[src/rtl/multicycle_control.sv]
// Multi-cycle control sequencer for a MIPS-subset datapath.
// It steps each instruction through FETCH/DECODE/EXEC/MEM/WB and drives every
// datapath select and write enable. A shared instruction/data memory is
// handshaked through mem_ready.
// Outputs are decoded from the current state, the instruction class latched in
// DECODE, and the live mem_ready/zero/run inputs. Several of them must react
// in the same cycle as those inputs (the fetch commit, the beq PC write and the
// fetch request right after reset), so they cannot be registered.
// While rst_n is low every output is forced to 0.
module multicycle_control #(
    parameter bit HALT_ON_ILLEGAL = 1'b1
) (
    input  logic       clk,
    input  logic       rst_n,
    input  logic       run,
    input  logic [5:0] opcode,
    input  logic [5:0] funct,
    input  logic       zero,
    input  logic       mem_ready,
    output logic       ir_wr,
    output logic       pc_wr,
    output logic [1:0] pc_src,
    output logic       iord,
    output logic       mem_rd,
    output logic       mem_wr,
    output logic       reg_wr,
    output logic [1:0] reg_dst,
    output logic [1:0] wb_sel,
    output logic       alu_src_b,
    output logic [2:0] alu_op,
    output logic       sign_ext,
    output logic       halted,
    output logic       retire,
    output logic [2:0] state
);

    typedef enum logic [2:0] {
        S_FETCH  = 3'd0,
        S_DECODE = 3'd1,
        S_EXEC   = 3'd2,
        S_MEM    = 3'd3,
        S_WB     = 3'd4,
        S_HALT   = 3'd7
    } state_t;

    typedef enum logic [3:0] {
        I_ADD, I_SUB, I_SLT, I_JR, I_ADDI, I_LW, I_SW, I_BEQ, I_J, I_JAL, I_ILL
    } instr_t;

    localparam logic [2:0] ALU_ADD = 3'b000;
    localparam logic [2:0] ALU_SUB = 3'b001;
    localparam logic [2:0] ALU_SLT = 3'b011;

    state_t r_state;
    instr_t r_instr;
    logic   r_fetch_pend;   // fetch request issued and still waiting for mem_ready
    instr_t w_instr;
    logic   w_fetch_go;
    logic [2:0] w_alu_op;
    logic       w_alu_src_b;
    logic       w_sign_ext;

    // Once a fetch request is out, it is held until mem_ready even if run drops.
    assign w_fetch_go = run | r_fetch_pend;
    assign state      = r_state;

    // Classify the instruction register. funct only matters for opcode 0.
    always_comb begin
        w_instr = I_ILL;
        if (opcode == 6'h00) begin
            case (funct)
                6'h20:   w_instr = I_ADD;
                6'h22:   w_instr = I_SUB;
                6'h2A:   w_instr = I_SLT;
                6'h08:   w_instr = I_JR;
                default: w_instr = I_ILL;
            endcase
        end else begin
            case (opcode)
                6'h08:   w_instr = I_ADDI;
                6'h23:   w_instr = I_LW;
                6'h2B:   w_instr = I_SW;
                6'h04:   w_instr = I_BEQ;
                6'h02:   w_instr = I_J;
                6'h03:   w_instr = I_JAL;
                default: w_instr = I_ILL;
            endcase
        end
    end

    // ALU setup chosen in EXEC and held through MEM/WB so the result stays stable.
    always_comb begin
        w_alu_op    = ALU_ADD;
        w_alu_src_b = 1'b0;
        w_sign_ext  = 1'b0;
        case (r_instr)
            I_SUB: w_alu_op = ALU_SUB;
            I_SLT: w_alu_op = ALU_SLT;
            I_ADDI, I_LW, I_SW: begin
                w_alu_src_b = 1'b1;
                w_sign_ext  = 1'b1;
            end
            I_BEQ: begin
                w_alu_op   = ALU_SUB;
                w_sign_ext = 1'b1;
            end
            default: ;
        endcase
    end

    // State sequencing; the instruction class is captured once in DECODE.
    always_ff @(posedge clk or negedge rst_n) begin
        if (!rst_n) begin
            r_state      <= S_FETCH;
            r_instr      <= I_ILL;
            r_fetch_pend <= 1'b0;
        end else begin
            case (r_state)
                S_FETCH: begin
                    if (w_fetch_go) begin
                        if (mem_ready) begin
                            r_state      <= S_DECODE;
                            r_fetch_pend <= 1'b0;
                        end else begin
                            r_fetch_pend <= 1'b1;
                        end
                    end
                end
                S_DECODE: begin
                    r_instr <= w_instr;
                    if (w_instr == I_ILL && HALT_ON_ILLEGAL)
                        r_state <= S_HALT;
                    else
                        r_state <= S_EXEC;
                end
                S_EXEC: begin
                    case (r_instr)
                        I_ADD, I_SUB, I_SLT, I_ADDI: r_state <= S_WB;
                        I_LW, I_SW:                  r_state <= S_MEM;
                        default:                     r_state <= S_FETCH;
                    endcase
                end
                S_MEM: begin
                    if (mem_ready)
                        r_state <= (r_instr == I_LW) ? S_WB : S_FETCH;
                end
                S_WB:    r_state <= S_FETCH;
                S_HALT:  r_state <= S_HALT;
                default: r_state <= S_FETCH;
            endcase
        end
    end

    // Datapath controls for the current cycle; everything is 0 while in reset.
    always_comb begin
        ir_wr     = 1'b0;
        pc_wr     = 1'b0;
        pc_src    = 2'b00;
        iord      = 1'b0;
        mem_rd    = 1'b0;
        mem_wr    = 1'b0;
        reg_wr    = 1'b0;
        reg_dst   = 2'b00;
        wb_sel    = 2'b00;
        alu_src_b = 1'b0;
        alu_op    = ALU_ADD;
        sign_ext  = 1'b0;
        halted    = 1'b0;
        retire    = 1'b0;
        if (rst_n) begin
            case (r_state)
                S_FETCH: begin
                    if (w_fetch_go) begin
                        mem_rd = 1'b1;
                        if (mem_ready) begin
                            ir_wr = 1'b1;
                            pc_wr = 1'b1;
                        end
                    end
                end
                S_EXEC: begin
                    alu_op    = w_alu_op;
                    alu_src_b = w_alu_src_b;
                    sign_ext  = w_sign_ext;
                    case (r_instr)
                        I_BEQ: begin
                            pc_wr  = zero;
                            pc_src = 2'b01;
                            retire = 1'b1;
                        end
                        I_J: begin
                            pc_wr  = 1'b1;
                            pc_src = 2'b10;
                            retire = 1'b1;
                        end
                        I_JAL: begin
                            pc_wr   = 1'b1;
                            pc_src  = 2'b10;
                            reg_wr  = 1'b1;
                            reg_dst = 2'b10;
                            wb_sel  = 2'b10;
                            retire  = 1'b1;
                        end
                        I_JR: begin
                            pc_wr  = 1'b1;
                            pc_src = 2'b11;
                            retire = 1'b1;
                        end
                        I_ILL:   retire = 1'b1;
                        default: ;
                    endcase
                end
                S_MEM: begin
                    alu_op    = w_alu_op;
                    alu_src_b = w_alu_src_b;
                    sign_ext  = w_sign_ext;
                    iord      = 1'b1;
                    mem_rd    = (r_instr == I_LW);
                    mem_wr    = (r_instr == I_SW);
                    retire    = mem_ready && (r_instr == I_SW);
                end
                S_WB: begin
                    alu_op    = w_alu_op;
                    alu_src_b = w_alu_src_b;
                    sign_ext  = w_sign_ext;
                    reg_wr    = 1'b1;
                    retire    = 1'b1;
                    if (r_instr == I_ADD || r_instr == I_SUB || r_instr == I_SLT)
                        reg_dst = 2'b01;
                    if (r_instr == I_LW)
                        wb_sel = 2'b01;
                end
                S_HALT:  halted = 1'b1;
                default: ;
            endcase
        end
    end

endmodule

[config.mk]
export PLATFORM = sky130hd
export DESIGN_NAME = multicycle_control
export DESIGN_NICKNAME = d
export VERILOG_FILES = /design/src/rtl/multicycle_control.sv
export SDC_FILE = /design/constraint.sdc
export NUM_CORES = 1
export LEC_CHECK = 0
export ABC_AREA = 0
export CAP_MARGIN = 20
export CORE_MARGIN = 4
export CORE_UTILIZATION = 25
export DETAILED_ROUTE_END_ITERATION = 12
export SLEW_MARGIN = 40
export SYNTH_ARGS = -nofsm -noshare
export SYNTH_HDL_FRONTEND = slang
export SYNTH_SLANG_ARGS = --single-unit
[constraint.sdc]
create_clock -name clk -period 3.15 [get_ports clk]
set_input_delay 0.63 -clock clk [delete_from_list [all_inputs] [get_ports clk]]
set_output_delay 0.63 -clock clk [all_outputs]
set_load 0.02 [all_outputs]
== Yosys cells after proc, flatten, opt, wreduce, memory -nomap -nowiden ==
Cells that the tools add are included.

* Register bits: 8
* Bits in latches: 0
* RAM bits: 0
* ROM bits: 0
* Input bits: 17
* Output and inout bits: 22
* Word-level logic and storage cells: 102
* Memories kept: 0

* $add $sub $neg: 0
* Multipliers: 0
* Div/mod/pow operators: 0
* Order comparisons: 0
* Eq/ne operators: 29
* Shifts and indexed selects: 0
* Muxes and demuxes: 52
* Bitwise logic cells: 1
* Reductions and logical operators: 17

{| class="wikitable"
|+ Operators by type and width
! operator !! number
|-
| $eq 6x6->1 const B || 5
|-
| $mux 1 || 26
|-
| $pmux 4 s6 || 1
|-
| $mux 3 || 7
|-
| $eq 4x3->1 const B || 4
|-
| $eq 4x4->1 const B || 4
|-
| $pmux 4 s4 || 1
|-
| $pmux 3 s5 || 1
|-
| $eq 6x2->1 const B || 2
|-
| $eq 6x4->1 const B || 2
|-
| $pmux 2 s2 || 3
|-
| $mux 2 || 5
|-
| $reduce_or 3->1 || 3
|-
| $eq 4x2->1 const B || 2
|-
| $pmux 1 s2 || 4
|-
| $reduce_or 4->1 || 2
|-
| $eq 3x2->1 const B || 2
|-
| $eq 3x3->1 const B || 2
|-
| $eq 6x3->1 const B || 1
|-
| $logic_not 6->1 || 1
|-
| $ne 2x2->1 const B || 3
|-
| $pmux 2 s3 || 1
|-
| $pmux 3 s2 || 1
|-
| $reduce_or 2->1 || 3
|-
| 12 further kinds || 13
|}

== Depth between registers and ports, before layout ==
* Depth in word-level cells: 6
* Gate-level depth with buffers: 6
* Gate-level depth less buffers: 5

== Worst setup path before layout ==
No wires, ideal clock.

* Kind: register -> output
* From: reg r_state[0], in the netlist state[0]
* To: out alu_op[1]
* Arrival: 1.723 ns
* Required time: 2.520 ns
* Slack: 0.797 ns
* Stages on the path, launching flop included: 6
* Buffers on the path: 1
* Cells stage by stage: dfrtp_1 -> buf_6 -> nand2b_1 -> nor2_2 -> o21ai_1 -> nor4_1

* Word-level cells in the longest chain between the ends: 4
* Elaborated cells between the ends (all ways): 6
* Those cells by class: eq/ne (3); mux (2); reduce/logical (1)

{| class="wikitable"
|+ RTL lines
! item !! line !! RTL
|-
| start: declaration || 54 || <nowiki>state_t r_state;</nowiki>
|-
| start signal: assignment || 145 || <nowiki>r_state <= (r_instr == I_LW) ? S_WB : S_FETCH;</nowiki>
|-
| $eq 3x3->1 or $eq 3x2->1 (tied branches) || 171 || <nowiki>case (r_state)</nowiki>
|-
| $reduce_or 3->1 (no line) * || - ||
|-
| $mux 3 * || 171 ||
|-
| $mux 3 * || 170 || <nowiki>if (rst_n) begin</nowiki>
|-
| end: declaration || 30 || <nowiki>output logic [2:0] alu_op,</nowiki>
|}

Every way passes the cells marked *; elsewhere a longest branch is shown, timed or not.

== Worst setup path in the final report ==
* From: in rst_n
* To: out wb_sel[1]

* Word-level cells in the longest chain between the ends: 1

{| class="wikitable"
|+ RTL lines
! item !! line !! RTL
|-
| start: declaration || 14 || <nowiki>input logic rst_n,</nowiki>
|-
| $mux 2 || 170 ||
|-
| end: declaration || 28 || <nowiki>output logic [1:0] wb_sel,</nowiki>
|}

No other way between the ends.

==> flow_summary_export.csv <==
group,metric,value,unit
min_path,hold_class,"reg2reg",
cts,cts_made_buffers,3,
logic_synthesis,ys_ff_latch,8,
logic_synthesis,yosys.area.top_type,"dfrtp_1",
pwr,p_int,432,uW
setup_path,crit_chain,"clkdlybuf4s50_1 > nand2_1 > nor3_4 > and4b_1 > clkdlybuf4s50_1",
logic_synthesis,synth_top_area_share,0.170,
cts,clk_path_buf_depth,2,
cts,cts.sinks,8,
pwr,switching_share,0.490,
outcome,outcome,"complete, no violations",
logic_synthesis,async_flop_share,1.00,
grt,track_usage,0.121,
timing,fin_crit_sh,0.958,
timing,post-route-min-period,3.02,ns
logic_synthesis,synth_cells,126,
logic_synthesis,syn_area,882,um^2
route,wirelength,2590,um
pwr,power_switching,415,uW
placed_design,gp_congestion,0.819,
route,drt-wirelength-per-cell,12.5,um
route,route.vias.total,1033,
pwr,clkPwrFrac,0.096,
grt,grt_overflow,0,
timing,skew,0.00254,ns
cts,cts_setup_buffers,0,
setup_path,crit_top_cell,"clkdlybuf4s50_1",
cells_and_area,area_growth,47.8,%
logic_synthesis,synth-main-ff-cell,"dfrtp_1",
cts,cts_resized,0,
pwr,seq_power_share,0.312,
floorplanning,die_area,4540,um^2
setup_path,end_kind,"output port",
grt,grt_max_degree,17,
route,ant_nets,0,
cells_and_area,layout-drive-gt1-share,0.0745,
setup_path,crit_path_max_fanout,5,
floorplanning,io_pins,39,
logic_synthesis,ys_warn_count,0,
route,first_pass_iters,4,
logic_synthesis,synth_edf_count,0,
route,viasPerCell,4.99,
grt,antenna_found_initial,0,
cts,insertion_delay,0.25,ns
cells_and_area,num_antenna_cells,0,
pwr,p_per_area,650,nW/um^2
timing,rsz0062_at_grt,"no",
setup_path,worst_ep_arrival_time,2.39,ns
floorplanning,coreArea,3360,um^2
cells_and_area,post-route-cell-area,1300,um^2
cells_and_area,final_cell_mix,"35 x clkdlybuf4s50_1, 16 x nand2_1, 16 x nor2_1",
route,drt_iter0_markers,80,
logic_synthesis,synth_seq_area_share,0.230,
logic_synthesis,syn_nets,143,
timing,setup_viol,0,
cts,tritoncts,"done",
placed_design,place_area,1270,um^2
cts,path_clk_slew,0.05,ns
setup_path,slowest_stage,"clkdlybuf4s50_1",
placed_design,place_ws,0.0566,ns
logic_synthesis,synth.distinct_cells,41,
route,drc,0,
cts,ctsHoldBuffers,0,
flow_run,max_cap_violations,0,
placed_design,place_hpwl,2150,um
setup_path,path_class,"in2out",
placed_design,portBuffers,37,
timing,worst_slack,0.131,ns
grt,grt_pass1_wl,4280,um
floorplanning,die_w,67.4,um
pwr,p_comb_frac,0.592,
floorplanning,rows,21,
cells_and_area,fin_nets,179,
logic_synthesis,syn_area_per_cell,7.00,um^2
timing,finalHoldViolCount,0,
timing,fin_tns_setup,0,ns
grt,grt_pass1_vias,997,
pwr,ir_worst_vdd,188,uV
timing,fmaxAchievable,0.331,GHz
setup_path,critPathMaxStageDelay,0.62,ns
cells_and_area,fin_util,0.388,
floorplanning,start_util,0.262,
timing,drv_slew,0,
cells_and_area,layout_commonest_cell,"clkdlybuf4s50_1",
logic_synthesis,synth_area_leaders,"dfrtp_1 17%, nand2_1 6.8%, nor2_1 6.8%",
pwr,p_leak,0.520,nW
setup_path,start_kind,"primary input",
floorplanning,fp.dieH,67.4,um
setup_path,required,2.52,ns
cts,root_buffer,"clkbuf_4",
cts,htreeDepth,1,
[per-layer routing]
layer	share of wire	track usage	vias up
met3	0.061	0.0133	4
met2	0.51	0.207	43
met5	0	0	-
met4	0.018	0.0734	0
li1	-	-	518
met1	0.41	0.143	468
[path summary, 6_finish.rpt]
kind / startpoint / end / slack, ns / cells past startpoint
max: rst_n / wb_sel[1] / 0.13 / 5
min: r_instr[1] / r_instr[1] / 0.54 / 2
max reg2reg: r_instr[1] / state[0] / 1.74 / 4
min reg2reg: r_instr[1] / r_instr[1] / 0.54 / 2
max in group asynchronous: rst_n / r_instr[1] / 2.16 / 2
min in group asynchronous: rst_n / r_fetch_pend / 0.78 / 2
[registers in the layout, indices dropped and copies added (netlist names)]
register      cells
state             3
r_instr           4
r_fetch_pend      1
[synth_stat cells (3+ instances only)]
library cell and number:
nor3_1 5, nand2b_1 8, inv_1 4, nor2b_1 5, dfrtp_1 6, a21oi_1 11
o21ai_1 7, nor2_1 16, nor4_1 5, nand2_1 16, buf_2 3
[area by class of cell]
cell class,count,area (um^2)
inverters,4,15.0
clock buffers,4,26.3
flip-flops and latches,8,203
fillers,377,2060
repair buffers,40,398
well taps,46,57.6
multi-input cells,105,604
[kinds of logic after synthesis]
logic type      share of synthesized area
simple gates                        0.430
compound gates                      0.231
buf+inv                            0.0851
flops                               0.230
xor+xnor                           0.0199
other cells                       0.00425
[critical path, delay by kind of cell]
| kind | cells | cell delay, ns |
|---|---|---|
| buf+inv | 2 | 1.16 |
| simple gates | 3 | 0.60 |
[power by group through the flow]
stage | Clock [mW] | Sequential, mW | Combinational (mW)
after global routing | 0.0910 | 0.278 | 0.549
after global placement | 0 | 0.257 | 0.501
after floorplan | 0 | 0.212 | 0.403
after detailed placement | 0 | 0.263 | 0.503
final | 0.0814 | 0.265 | 0.501
after CTS | 0.0862 | 0.262 | 0.506
[stage by stage]
stage               hold WS [ns]  power [mW]  instances
floorplan                  0.334       0.614        126
global placement           0.512       0.758        203
detailed placement         0.541       0.766        203
CTS                        0.548       0.854        207
global route               0.563       0.918        207
finish                     0.540       0.847        207
(Power assumes the default switching activity.)
